--- config.mk ---
export PLATFORM = sky130hd
export DESIGN_NAME = register_file_flat
export DESIGN_NICKNAME = d
export VERILOG_FILES = /design/src/rtl/regfile_pkg.sv /design/src/rtl/register_file_if.sv /design/src/rtl/regfile_cell.sv /design/src/rtl/register_file.sv /design/src/flat_wrapper.sv
export SDC_FILE = /design/constraint.sdc
export NUM_CORES = 1
export LEC_CHECK = 0
export ABC_AREA = 1
export CAP_MARGIN = 20
export CORE_MARGIN = 2
export CORE_UTILIZATION = 30
export DETAILED_ROUTE_END_ITERATION = 8
export PLACE_DENSITY = 0.49
export SKIP_CTS_REPAIR_TIMING = 1
export SLEW_MARGIN = 20
export SYNTH_ARGS = -nofsm -noshare
export SYNTH_HDL_FRONTEND = slang
export SYNTH_SLANG_ARGS = --single-unit
--- constraint.sdc ---
create_clock -name clk -period 1.8 [get_ports clk]
set_input_delay 0.36 -clock clk [delete_from_list [all_inputs] [get_ports clk]]
set_output_delay 0.36 -clock clk [all_outputs]
set_load 0.01 [all_outputs]
--- src/rtl/regfile_pkg.sv ---
// Shared constants and helpers for the register file: default geometry, a zero word,
// and the location of the program-counter entry.
package regfile_pkg;

   localparam int DEF_WIDTH   = 32;
   localparam int DEF_DEPTH   = 16;
   localparam int DEF_PC_STEP = 4;

   localparam logic [DEF_WIDTH-1:0] ZERO_WORD = '0;

   // The PC always occupies the highest index, whatever the depth.
   function automatic int pc_index(input int depth);
      return depth - 1;
   endfunction

   // Address width for a given depth; a one-entry file would still need one address bit.
   function automatic int addr_width(input int depth);
      return (depth > 1) ? $clog2(depth) : 1;
   endfunction

endpackage : regfile_pkg

--- src/rtl/register_file_if.sv ---
// Bus bundle between decode/writeback/fetch (master) and the register file (slave).
import regfile_pkg::*;

interface register_file_if #(
   parameter int WIDTH = DEF_WIDTH,
   parameter int DEPTH = DEF_DEPTH
);
   localparam int AW = addr_width(DEPTH);

   logic             wr_en_n;
   logic [AW-1:0]    wr_addr;
   logic [WIDTH-1:0] wr_data;
   logic [AW-1:0]    rd_addr_a;
   logic [WIDTH-1:0] rd_data_a;
   logic [AW-1:0]    rd_addr_b;
   logic [WIDTH-1:0] rd_data_b;
   logic             pc_inc_n;
   logic [WIDTH-1:0] pc_out;

   modport master (
      output wr_en_n, wr_addr, wr_data, rd_addr_a, rd_addr_b, pc_inc_n,
      input  rd_data_a, rd_data_b, pc_out
   );

   modport slave (
      input  wr_en_n, wr_addr, wr_data, rd_addr_a, rd_addr_b, pc_inc_n,
      output rd_data_a, rd_data_b, pc_out
   );

endinterface : register_file_if

--- src/rtl/regfile_cell.sv ---
// One register-file word: async active-low clear, active-low load enable.
import regfile_pkg::*;

module regfile_cell #(
   parameter int WIDTH = DEF_WIDTH
) (
   input  logic             clk,
   input  logic             clr,
   input  logic             ld_n,
   input  logic [WIDTH-1:0] d,
   output logic [WIDTH-1:0] q
);

   // NOTE: every word carries its own async clear because the whole file must read 0
   // during reset; this stops the array mapping onto reset-less RAM macros.
   always_ff @(posedge clk or negedge clr) begin
      if (!clr) begin
         q <= '0;
      end else if (!ld_n) begin
         // NOTE: non-blocking so all cells sample their D inputs from the same pre-edge state.
         q <= d;
      end
   end

endmodule : regfile_cell

--- src/rtl/register_file.sv ---
// Multi-port register file with auto-incrementing PC at index DEPTH-1.
// Optional same-cycle write-through on the read ports: define REGFILE_WR_BYPASS_EN.
import regfile_pkg::*;

module register_file #(
   parameter int WIDTH   = DEF_WIDTH,
   parameter int DEPTH   = DEF_DEPTH,
   parameter int PC_STEP = DEF_PC_STEP
) (
   input  logic            clk,
   input  logic            clr,
   register_file_if.slave  bus
);

   localparam int AW     = addr_width(DEPTH);
   localparam int PC_IDX = pc_index(DEPTH);

   logic [WIDTH-1:0] regs [DEPTH];
   logic             wr_in_range;
   logic             wr_active;
   logic             pc_wr;
   logic             pc_ld_n;
   logic [WIDTH-1:0] pc_d;
   logic [WIDTH-1:0] rd_a;
   logic [WIDTH-1:0] rd_b;

   // Extra bit so the compare still works when DEPTH is exactly 2**AW.
   assign wr_in_range = ({1'b0, bus.wr_addr} < (AW+1)'(DEPTH));
   assign wr_active   = !bus.wr_en_n && wr_in_range;

   for (genvar i = 0; i < DEPTH - 1; i++) begin : g_gpr
      logic ld_n;
      assign ld_n = !(wr_active && (bus.wr_addr == AW'(i)));

      regfile_cell #(.WIDTH(WIDTH)) u_cell (
         .clk  (clk),
         .clr  (clr),
         .ld_n (ld_n),
         .d    (bus.wr_data),
         .q    (regs[i])
      );
   end

   // A write to the PC takes priority over the increment on the same edge.
   assign pc_wr   = wr_active && (bus.wr_addr == AW'(PC_IDX));
   assign pc_ld_n = !(pc_wr || !bus.pc_inc_n);
   assign pc_d    = pc_wr ? bus.wr_data : regs[PC_IDX] + WIDTH'(PC_STEP);

   regfile_cell #(.WIDTH(WIDTH)) u_pc (
      .clk  (clk),
      .clr  (clr),
      .ld_n (pc_ld_n),
      .d    (pc_d),
      .q    (regs[PC_IDX])
   );

   // Out-of-range addresses match no entry and fall through to zero.
   always_comb begin
      // NOTE: defaults first so every path assigns both outputs and no latch is inferred.
      rd_a = WIDTH'(ZERO_WORD);
      rd_b = WIDTH'(ZERO_WORD);
      for (int i = 0; i < DEPTH; i++) begin
         if (bus.rd_addr_a == AW'(i)) rd_a = regs[i];
         if (bus.rd_addr_b == AW'(i)) rd_b = regs[i];
      end
`ifdef REGFILE_WR_BYPASS_EN
      // Write-through only; a pending increment is never forwarded.
      if (wr_active && (bus.rd_addr_a == bus.wr_addr)) rd_a = bus.wr_data;
      if (wr_active && (bus.rd_addr_b == bus.wr_addr)) rd_b = bus.wr_data;
`else
`endif
   end

   assign bus.rd_data_a = rd_a;
   assign bus.rd_data_b = rd_b;
   assign bus.pc_out    = regs[PC_IDX];

endmodule : register_file
--- src/flat_wrapper.sv ---
// flat-port wrapper written by rule: the top's interface ports become plain ports
module register_file_flat 
#(
   parameter int WIDTH   = DEF_WIDTH,
   parameter int DEPTH   = DEF_DEPTH,
   parameter int PC_STEP = DEF_PC_STEP
)
  (clk, clr, bus_wr_en_n, bus_wr_addr, bus_wr_data, bus_rd_addr_a, bus_rd_addr_b, bus_pc_inc_n, bus_rd_data_a, bus_rd_data_b, bus_pc_out);
  register_file_if #(.WIDTH(WIDTH), .DEPTH(DEPTH)) bus_i ();
  input  logic clk;
  input  logic clr;
  input wire logic [$bits(bus_i.wr_en_n)-1:0] bus_wr_en_n;
  input wire logic [$bits(bus_i.wr_addr)-1:0] bus_wr_addr;
  input wire logic [$bits(bus_i.wr_data)-1:0] bus_wr_data;
  input wire logic [$bits(bus_i.rd_addr_a)-1:0] bus_rd_addr_a;
  input wire logic [$bits(bus_i.rd_addr_b)-1:0] bus_rd_addr_b;
  input wire logic [$bits(bus_i.pc_inc_n)-1:0] bus_pc_inc_n;
  output wire logic [$bits(bus_i.rd_data_a)-1:0] bus_rd_data_a;
  output wire logic [$bits(bus_i.rd_data_b)-1:0] bus_rd_data_b;
  output wire logic [$bits(bus_i.pc_out)-1:0] bus_pc_out;
  assign bus_i.wr_en_n = bus_wr_en_n;
  assign bus_i.wr_addr = bus_wr_addr;
  assign bus_i.wr_data = bus_wr_data;
  assign bus_i.rd_addr_a = bus_rd_addr_a;
  assign bus_i.rd_addr_b = bus_rd_addr_b;
  assign bus_i.pc_inc_n = bus_pc_inc_n;
  assign bus_rd_data_a = bus_i.rd_data_a;
  assign bus_rd_data_b = bus_i.rd_data_b;
  assign bus_pc_out = bus_i.pc_out;
  register_file #(.WIDTH(WIDTH), .DEPTH(DEPTH), .PC_STEP(PC_STEP)) u_core (.clk(clk), .clr(clr), .bus(bus_i));
endmodule
==> results.ini <==
[run_status]
status=finished with violations
violations=negative setup slack

[setup_path]
reg2reg_depth=12
setup.worst_path.end_class=output port
arrival_ns=2.45
critPathCapture=bus_rd_data_a[8]
regToRegStartpoint=u_core.u_pc.q[2]$_DFFE_PN0N_
cp-startpoint=u_core.g_gpr[1].u_cell.q[8]$_DFFE_PN0P_
r2r_slack_ns=-0.20
worstSetupPathType=reg -> out
r2r-end=u_core.u_pc.q[30]$_DFFE_PN0N_
crit_required_ns=1.44
worstPathMaxFanout=3
startpoint_type=flop

[timing]
period_minus_slack_ns=2.81
worstMarginPinSlew_ns=0.647
slew_headroom=0.568
timing.hold.ws_ns=0.170
finClkSkew_ns=0.0109
slew_viol_final=0
timing.final.ws_setup_ns=-1.01
min_period_over_period=1.56
final-hold-violation-count=0
finalSetupViolations=77
grt_setup_unrepaired=true
timing.fmax_mhz=355

[clock_network]
insertion_delay_ns=0.64
cts-buffers-inserted=59
cts_max_path_buffers=3
path_clk_slew_ns=0.06
cts_root_buf=clkbuf_16
tritoncts=done
htreeDepth=2
cts.sink_count=512

[routing]
drc=0
vias=28449
drtAntennaViolNets=0
first_pass_iters=5
drt-wirelength-per-cell_um=19.8
first_iter_violations=2559
avgViaCountPerCell=5.02
drt-total-wl_um=112000

[final_layout]
final_common_cell=nand2_1
drive_above_1_share=0.280
diodes=0
area_growth_pct=41.6
fin_nets=4492
final_area_sq_um=39000
final_cell_mix=nand2_1, o21ai_0, dfrtp_1

[logic_synthesis]
syn-cell-area_sq_um=27500
mappedNetlistNets=3908
ys_types=34
synthesis.area_per_instance_sq_um=7.13
yosys_warnings=0
netlist_instances=3859
ys_ff_latch=512
yosysSeqAreaShare=0.466

[pwr]
p_leak_uw=0.0186
total_power_uw=37500
ir_drop_mv=0.781
power_density_nw_per_um2=961

[grt]
grt_pass1_wl_um=166000
grt_util_all_layers=0.229
grt_pass1_vias=27060
grt_max_degree=94
grt.overflow.total=0
antenna_found_initial=1

[placed_design]
gp_congestion=0.879
io_buffers=143
place_area_sq_um=34600
hpwl_um=79100
pre_cts_ws_ns=-1.75

[floorplanning]
chipHeight_um=307
initial_core_util=0.302
die-area_sq_um=94200
die_x_um=307
num_rows=111
core_region_area_sq_um=91200
ios=144

[min_path]
hold_class=in -> async

[run]
cap_violations=0

==> final cells by class <==
class / count / area, sq um
Clock buffer: 92 / 1740
Clock inverter: 10 / 86.3
Fill cell: 9431 / 52300
Inverter: 301 / 1140
Multi-Input combinational cell: 2799 / 14300
Sequential cell: 512 / 12800
Tap cell: 1186 / 1480
Timing Repair Buffer: 769 / 7440
Timing Repair inverter: 1 / 7.51
==> metrics by stage <==
step | std cells | util | setup TNS (ns)
global route | 5670 | 0.427 | -63.41
CTS | 5575 | 0.399 | -115.19
finish | 5670 | 0.427 | -54.11
global placement | 5473 | 0.379 | -215.87
detailed placement | 5473 | 0.379 | -221.33
floorplan | 3859 | - | -0.267
==> worst max-delay path: stages (launching register included) <==
cell	delay (ns)
dfrtp_1	0.40
nand3_2	0.09
nand3_2	0.12
nor2_4	0.13
nand4_1	0.13
nand2_1	0.12
nand4_1	0.16
nor3_2	0.27
buf_4	0.14
nand4_1	0.08
buf_4	0.17
==> report_power, final <==
part | switching [uW] | internal, uW | total, uW
clock network | 5090 | 6710 | 11800
logic | 5250 | 4650 | 9890
registers | 1810 | 14000 | 15800
total | 12100 | 25300 | 37500
==> registers in the layout, indices dropped and copies added (netlist names) <==
signal                 cells
u_core.u_pc.q             32
u_core.g_gpr.u_cell.q    480
==> worst min path at each step <==
stage               from                                        to
floorplan            clr   u_core.g_gpr[0].u_cell.q[0]$_DFFE_PN0P_
global placement     clr  u_core.g_gpr[0].u_cell.q[23]$_DFFE_PN0P_
detailed placement   clr  u_core.g_gpr[0].u_cell.q[23]$_DFFE_PN0P_
CTS                  clr  u_core.g_gpr[8].u_cell.q[31]$_DFFE_PN0P_
global route         clr  u_core.g_gpr[8].u_cell.q[31]$_DFFE_PN0P_
finish               clr  u_core.g_gpr[0].u_cell.q[23]$_DFFE_PN0P_
==> kinds of logic (layout without fill, tap and decap cells) <==
family	Yosys count	in the layout	synth area share
AOI/OAI and AO/OA	620	620	0.115
buffers and inverters	548	1173	0.0764
and+or+nand+nor	2151	2151	0.334
DFF	512	512	0.466
adders and majority gates	1	1	0.000455
xor gates and xnor gates	27	27	0.00859
==> synthesized netlist by cell type (all sizes together) <==
library cell	count	share of area
o21ai	506	0.092
o21bai	1	0.00027
buf	38	0.0068
or2	49	0.011
nor4	2	0.00045
inv	300	0.041
xnor2	10	0.0032
nand4	158	0.036
a21oi	91	0.017
nor2	301	0.043
nand2	1300	0.18
nand3b	2	0.0010
clkinv	1	0.00014
clkbuf	209	0.029
o211ai	9	0.0025
nand3	305	0.057
xor2	17	0.0054
dfrtp	512	0.47
o221ai	13	0.0041
ha	1	0.00045
nor3	34	0.0071
==> layer usage <==
layer | track usage | part of all wire | vias up
li1 | - | - | 13685
met5 | 0 | 0 | -
met4 | 0.0585 | 0.022 | 0
met2 | 0.392 | 0.48 | 659
met3 | 0.0198 | 0.043 | 151
met1 | 0.310 | 0.45 | 13954
Power figures use the tool's default switching activity.
